[src/rtl/pulse_gen_pkg.sv]
`default_nettype none
// ============================================================================
//  Module      : pulse_gen_pkg
//  Description : Shared types and constants for the multi-channel pulse
//                generator (channel state encoding, mode encoding).
//  Revision    : 1.0 - initial release
// ============================================================================
package pulse_gen_pkg;

    // Channel FSM state encoding
    typedef enum logic [0:0] {
        ST_IDLE = 1'b0,
        ST_RUN  = 1'b1
    } chan_state_t;

    // Mode encoding as written through the configuration port
    localparam logic MODE_PERIODIC = 1'b0;
    localparam logic MODE_ONESHOT  = 1'b1;

endpackage : pulse_gen_pkg
`default_nettype wire

[src/rtl/pulse_gen_chan.sv]
`default_nettype none
// ============================================================================
//  Module      : pulse_gen_chan
//  Description : One pulse generator channel: active/shadow configuration,
//                period counter and IDLE/RUN state machine with registered
//                pulse, busy and done outputs.
//  Revision    : 1.0 - initial release
// ============================================================================
module pulse_gen_chan
    import pulse_gen_pkg::*;
#(
    parameter int DIV_WIDTH    = 16,
    parameter int RESET_PERIOD = 10,
    parameter int RESET_HIGH   = 1
) (
    input  logic                 clk,
    input  logic                 rst_n,
    input  logic                 cfg_we,
    input  logic [DIV_WIDTH-1:0] cfg_period,
    input  logic [DIV_WIDTH-1:0] cfg_high,
    input  logic                 cfg_mode,
    input  logic                 start,
    input  logic                 stop,
    output logic                 pulse,
    output logic                 busy,
    output logic                 done
);

    localparam logic [DIV_WIDTH-1:0] C_RST_PERIOD = DIV_WIDTH'(RESET_PERIOD);
    localparam logic [DIV_WIDTH-1:0] C_RST_HIGH   = DIV_WIDTH'(RESET_HIGH);
    localparam logic [DIV_WIDTH-1:0] C_ONE        = DIV_WIDTH'(1);

    chan_state_t          r_state, w_state;
    logic [DIV_WIDTH-1:0] r_cnt, w_cnt;
    logic [DIV_WIDTH-1:0] r_act_p, w_act_p;
    logic [DIV_WIDTH-1:0] r_act_h, w_act_h;
    logic                 r_act_m, w_act_m;
    logic [DIV_WIDTH-1:0] r_sh_p, w_sh_p;
    logic [DIV_WIDTH-1:0] r_sh_h, w_sh_h;
    logic                 r_sh_m, w_sh_m;
    logic                 r_pulse, w_pulse;
    logic                 r_busy, w_busy;
    logic                 r_done, w_done;

    // Config source for a (re)load: a write on the same edge takes precedence
    logic [DIV_WIDTH-1:0] w_src_p, w_src_h;
    logic                 w_src_m;
    // Last counter value of the current period; P == 0 behaves as P == 1
    logic [DIV_WIDTH-1:0] w_last;

    // State, counter, configuration and output registers
    always_ff @(posedge clk or negedge rst_n) begin
        if (!rst_n) begin
            r_state <= ST_IDLE;
            r_cnt   <= '0;
            r_act_p <= C_RST_PERIOD;
            r_act_h <= C_RST_HIGH;
            r_act_m <= MODE_PERIODIC;
            r_sh_p  <= C_RST_PERIOD;
            r_sh_h  <= C_RST_HIGH;
            r_sh_m  <= MODE_PERIODIC;
            r_pulse <= 1'b0;
            r_busy  <= 1'b0;
            r_done  <= 1'b0;
        end else begin
            r_state <= w_state;
            r_cnt   <= w_cnt;
            r_act_p <= w_act_p;
            r_act_h <= w_act_h;
            r_act_m <= w_act_m;
            r_sh_p  <= w_sh_p;
            r_sh_h  <= w_sh_h;
            r_sh_m  <= w_sh_m;
            r_pulse <= w_pulse;
            r_busy  <= w_busy;
            r_done  <= w_done;
        end
    end

    // Next-state logic; outputs are derived from next-state values so they
    // become visible on the same edge that starts, stops or wraps the channel
    always_comb begin
        w_state = r_state;
        w_cnt   = r_cnt;
        w_act_p = r_act_p;
        w_act_h = r_act_h;
        w_act_m = r_act_m;
        w_sh_p  = r_sh_p;
        w_sh_h  = r_sh_h;
        w_sh_m  = r_sh_m;
        w_done  = 1'b0;

        w_src_p = cfg_we ? cfg_period : r_sh_p;
        w_src_h = cfg_we ? cfg_high   : r_sh_h;
        w_src_m = cfg_we ? cfg_mode   : r_sh_m;
        w_last  = (r_act_p == '0) ? '0 : (r_act_p - C_ONE);

        // Writes always land in the shadow; an idle channel also takes them
        // into the active set immediately
        if (cfg_we) begin
            w_sh_p = cfg_period;
            w_sh_h = cfg_high;
            w_sh_m = cfg_mode;
            if (r_state == ST_IDLE) begin
                w_act_p = cfg_period;
                w_act_h = cfg_high;
                w_act_m = cfg_mode;
            end
        end

        if (stop) begin
            // Stop overrides start and any coinciding period boundary
            w_state = ST_IDLE;
            w_cnt   = '0;
        end else if (start) begin
            // Start from idle or retrigger while running
            w_state = ST_RUN;
            w_cnt   = '0;
            w_act_p = w_src_p;
            w_act_h = w_src_h;
            w_act_m = w_src_m;
        end else if (r_state == ST_RUN) begin
            if (r_cnt == w_last) begin
                w_cnt = '0;
                if (r_act_m == MODE_ONESHOT) begin
                    w_state = ST_IDLE;
                    w_done  = 1'b1;
                end else begin
                    // New configuration only takes effect at boundaries
                    w_act_p = w_src_p;
                    w_act_h = w_src_h;
                    w_act_m = w_src_m;
                end
            end else begin
                w_cnt = r_cnt + C_ONE;
            end
        end

        w_busy  = (w_state == ST_RUN);
        w_pulse = (w_state == ST_RUN) && (w_cnt < w_act_h);
    end

    assign pulse = r_pulse;
    assign busy  = r_busy;
    assign done  = r_done;

endmodule : pulse_gen_chan
`default_nettype wire

[src/rtl/pulse_gen_multi.sv]
`default_nettype none
// ============================================================================
//  Module      : pulse_gen_multi
//  Description : Multi-channel programmable pulse generator. Decodes the
//                configuration port into per-channel write enables and
//                instantiates CHANNELS independent channels.
//  Revision    : 1.0 - initial release
// ============================================================================
module pulse_gen_multi
    import pulse_gen_pkg::*;
#(
    parameter  int CHANNELS     = 4,
    parameter  int DIV_WIDTH    = 16,
    parameter  int RESET_PERIOD = 10,
    parameter  int RESET_HIGH   = 1,
    localparam int CH_W         = (CHANNELS > 1) ? $clog2(CHANNELS) : 1
) (
    input  logic                 CLK_IN,
    input  logic                 RST_N_IN,
    input  logic                 CFG_WE_IN,
    input  logic [CH_W-1:0]      CFG_CH_IN,
    input  logic [DIV_WIDTH-1:0] CFG_PERIOD_IN,
    input  logic [DIV_WIDTH-1:0] CFG_HIGH_IN,
    input  logic                 CFG_MODE_IN,
    input  logic [CHANNELS-1:0]  START_IN,
    input  logic [CHANNELS-1:0]  STOP_IN,
    output logic [CHANNELS-1:0]  PULSE_OUT,
    output logic [CHANNELS-1:0]  BUSY_OUT,
    output logic [CHANNELS-1:0]  DONE_OUT
);

    // Channel indices at or above CHANNELS match no instance and are dropped
    generate
        for (genvar i = 0; i < CHANNELS; i++) begin : g_chan
            logic w_we;

            assign w_we = CFG_WE_IN && (CFG_CH_IN == CH_W'(i));

            pulse_gen_chan #(
                .DIV_WIDTH    (DIV_WIDTH),
                .RESET_PERIOD (RESET_PERIOD),
                .RESET_HIGH   (RESET_HIGH)
            ) u_chan (
                .clk        (CLK_IN),
                .rst_n      (RST_N_IN),
                .cfg_we     (w_we),
                .cfg_period (CFG_PERIOD_IN),
                .cfg_high   (CFG_HIGH_IN),
                .cfg_mode   (CFG_MODE_IN),
                .start      (START_IN[i]),
                .stop       (STOP_IN[i]),
                .pulse      (PULSE_OUT[i]),
                .busy       (BUSY_OUT[i]),
                .done       (DONE_OUT[i])
            );
        end
    endgenerate

endmodule : pulse_gen_multi
`default_nettype wire

[config.mk]
export PLATFORM = sky130hd
export DESIGN_NAME = pulse_gen_multi
export DESIGN_NICKNAME = d
export VERILOG_FILES = /design/src/rtl/pulse_gen_pkg.sv /design/src/rtl/pulse_gen_chan.sv /design/src/rtl/pulse_gen_multi.sv
export SDC_FILE = /design/constraint.sdc
export NUM_CORES = 1
export LEC_CHECK = 0
export CAP_MARGIN = 20
export CORE_ASPECT_RATIO = 1.75
export CORE_UTILIZATION = 60
export DETAILED_ROUTE_END_ITERATION = 12
export HOLD_SLACK_MARGIN = 0.06
export PLACE_DENSITY_LB_ADDON = 0.12
export SETUP_SLACK_MARGIN = 0.02
export SYNTH_ARGS = -nofsm -noshare
export SYNTH_HDL_FRONTEND = slang
export SYNTH_SLANG_ARGS = --single-unit
[constraint.sdc]
create_clock -name CLK_IN -period 9.56 [get_ports CLK_IN]
set_input_delay 0.956 -clock CLK_IN [delete_from_list [all_inputs] [get_ports CLK_IN]]
set_output_delay 0.956 -clock CLK_IN [all_outputs]
set_load 0.05 [all_outputs]
==> results.cfg <==
[routing]
num_vias = 15310
drcViolationCount = 12
drt_wl_total_um = 50400
wl_met1_um = 20270
wl_met3_um = 1837
drtAntennaViolNets = 0
drtIter0Drc = 858
top_layer = met4
wl_per_cell_um = 20.13
met2_length_um = 26130
via_per_inst = 6.113
drt_first_pass_iters = 9

[placed_design]
dp_hpwl_um = 35300
io_buffers = 57
place.gp.congestion = 0.9583

[hold_path]
min_path_type = register to register
worst_hold_startpoint = g_chan[1].u_chan.r_sh_p[7]
whs_endpoint = g_chan[1].u_chan.r_sh_p[7]
holdPathStages = 2

[layout]
drive_gt1_frac = 0.09078
antennaDiodeCount = 0
syn_to_final_growth_pct = 9.397
num-nets-final = 2195
fin_util = 0.6650

[critical_path]
cp_cell_sequence = inv_1, ha_1, or4b_2, nor4b_1, mux2i_1, xor2_1, o211ai_1, nor4b_2, nand4_1, a21oi_4, buf_4, a21oi_1, a21oi_1, ha_1, a21o_1, a21oi_1, nor2b_1, o21ai_0, nand2b_1, a21oi_1, nor2b_1, o21ai_0, nand3_1, a211oi_1
worst_path_max_delay_cell = a21oi_4
critical_path.top_delay_family = compound AO/OA/AOI/OAI gates
worst_ep_required_time_ns = 9.99
cpPeakStageDelay_ns = 0.74
critPathCaptureType = register
r2r_slack_ns = 3.39
critPathArrivalTime_ns = 6.60
r2r-start = g_chan[2].u_chan.r_act_p[0]
worst_r2r_path_depth = 24
path_buf_inv = 2
reg2reg_to = g_chan[2].u_chan.pulse
path_class = register to register
crit_fanout = 44
worst-path-stages = 24
cp-start-kind = register
cpMostUsedCell = a21oi_1

[run_status]
status = finished with violations
violations = DRC

[pwr]
p_leak_nw = 9.850
powerDensity_nw_per_um2 = 185.1
ir_worst_vdd_v = 0.0001608

[sta]
period_minus_slack_ns = 6.172
fmax_mhz = 162.0
timing.final.crit_share = 0.6456
fin_tns_setup_ns = 0
worst_pin_slew_ns = 1.074
max_slew_margin = 0.2824
fin_skew_ns = 0.01146
hold_viol_final = 0
rsz0062_at_grt = false
final-max-slew-violation-count = 0
setup_viol = 0

[clocking]
ctsResizeCount = 0
cts_buffers = 34
clockBufferDepth = 3
cts_setup_buffers = 0
clock_latency_ns = 0.53
cts_sinks = 340
clockRootBuffer = clkbuf_16
postCtsHoldBufs = 0
cts_tree = yes
cts-htree-levels = 2
clk_pin_slew_ns = 0.06

[global_route]
gr-total-overflow = 0
track_usage = 0.3116
grt_pass1_vias = 15390
grt_pass1_wl_um = 81030
grt_max_degree = 113
antenna_found_initial = 1

[logic_synthesis]
yosysMostFrequentCell = dfrtp_1
yosysTopAreaCellShare = 0.4037
yosys.cell_types.count = 81
syn_inst = 2099
ys_top_cells_by_count = 316 x dfrtp_1, 238 x nand2_1, 201 x nor2_1
synth_seq_cells = 340
synth_top_area_cell = dfrtp_1
syn_area_per_cell_um2 = 9.331
ys_warn_count = 0
async_flop_share = 1.000
synthesis.area_um2 = 19590
synth_nets = 2213
synth-edff-count = 0
synthTopCellsByArea = dfrtp_1 40%, mux2i_1 7.5%, nand2_1 4.6%
synth_ff_type = dfrtp_1
yosysSeqAreaShare = 0.4359

[floorplan]
die_h_um = 241.0
core_area_um2 = 32220
initial_core_util = 0.6079
rows = 87
ioPinCount = 58
die_w_um = 138.6
dieArea_um2 = 33400

[flow_run]
drv_cap = 0
## how the worst max path moves through the flow
stage	from	endpoint	slack [ns]
detailed placement	g_chan[2].u_chan.r_act_p[0]	g_chan[2].u_chan.pulse	3.46
CTS	g_chan[2].u_chan.r_act_p[0]	g_chan[2].u_chan.pulse	3.43
global placement	g_chan[2].u_chan.r_act_p[0]	g_chan[2].u_chan.pulse	3.60
floorplan	g_chan[2].u_chan.r_act_p[0]	g_chan[2].u_chan.pulse	4.65
global route	g_chan[2].u_chan.r_act_p[0]	g_chan[2].u_chan.pulse	2.81
finish	g_chan[2].u_chan.r_act_p[0]	g_chan[2].u_chan.pulse	3.39
## routing by layer
layer,vias to the layer above,global-route usage
li1,7302,-
met1,7519,0.3706
met2,371,0.5718
met3,115,0.03016
met4,0,0.1389
met5,-,0
## kinds of logic (layout without fill, tap and decap cells)
family	count (synthesis)	in the layout	synth area share
fa+ha+maj	68	68	0.04344
buf+inv	250	255	0.05194
xor+xnor	117	117	0.05372
mux	207	207	0.1097
compound gates	383	383	0.1230
simple gates	734	734	0.1823
flops	340	340	0.4359
## cells in the final DEF, fill, tap and decap left out, types with 10 or more instances in the layout
master / n
dfrtp_1: 316
nand2_1: 238
nor2_1: 199
mux2i_1: 146
inv_1: 117
a21oi_1: 114
o21ai_0: 80
ha_1: 68
mux2_2: 61
xor2_1: 58
xnor2_1: 57
clkdlybuf4s50_1: 56
a21o_1: 47
nand3_1: 39
nand4_1: 37
clkbuf_16: 35
nor3_1: 32
a31oi_1: 28
and3_1: 24
dfstp_2: 24
buf_4: 19
nor4_1: 18
or4_1: 17
nand2b_1: 17
or3_1: 17
nor2b_1: 16
nand3b_1: 15
or2_2: 13
o21ai_1: 11
o31ai_1: 10
a21boi_1: 10
## where the power goes
part / leakage, nW / internal, mW / switching [mW]
logic: 5.19 / 0.348 / 0.475
clock network: 0.525 / 0.763 / 0.572
registers: 4.13 / 1.67 / 0.141
## registers in the layout (all words and copies together) (netlist names)
| signal | count |
|---|---|
| g_chan.u_chan.r_sh_h | 64 |
| g_chan.u_chan.r_act_m | 4 |
| g_chan.u_chan.r_cnt | 64 |
| g_chan.u_chan.done | 4 |
| g_chan.u_chan.r_state | 4 |
| g_chan.u_chan.r_act_p | 64 |
| g_chan.u_chan.r_sh_p | 64 |
| g_chan.u_chan.pulse | 4 |
| g_chan.u_chan.r_act_h | 64 |
| g_chan.u_chan.r_sh_m | 4 |
## layout make-up
type                            count  area, um^2
Fill cell                        2610       10790
Multi-Input combinational cell   1509       10090
Sequential cell                   340        8538
Clock buffer                       48       964.7
Timing Repair Buffer               79       770.7
Tap cell                          400       500.5
Inverter                          117       439.2
Clock inverter                     11       123.9
## stage by stage
stage	instances	hold WS, ns	power [mW]	instance area (um^2)	setup slack [ns]
2_1_floorplan	2099	0.4389	2.395	19590	4.651
3_3_place_gp	2442	0.4525	2.607	20290	3.600
3_5_place_dp	2442	0.4597	2.648	20290	3.463
4_1_cts	2501	0.4718	3.989	21370	3.435
5_1_grt	2504	0.4909	4.172	21430	2.810
6_report	2504	0.4719	3.966	21430	3.388
## worst reg2reg max path, cell delays in order, from the launching register on
cell	delay [ns]
dfrtp_1	0.44
inv_1	0.13
ha_1	0.23
or4b_2	0.66
nor4b_1	0.35
mux2i_1	0.27
xor2_1	0.17
o211ai_1	0.12
nor4b_2	0.43
nand4_1	0.21
a21oi_4	0.74
buf_4	0.49
a21oi_1	0.12
a21oi_1	0.16
ha_1	0.27
a21o_1	0.17
a21oi_1	0.14
nor2b_1	0.06
o21ai_0	0.15
nand2b_1	0.08
a21oi_1	0.15
nor2b_1	0.06
o21ai_0	0.15
nand3_1	0.10
a211oi_1	0.25
Power figures use the tool's default switching activity.
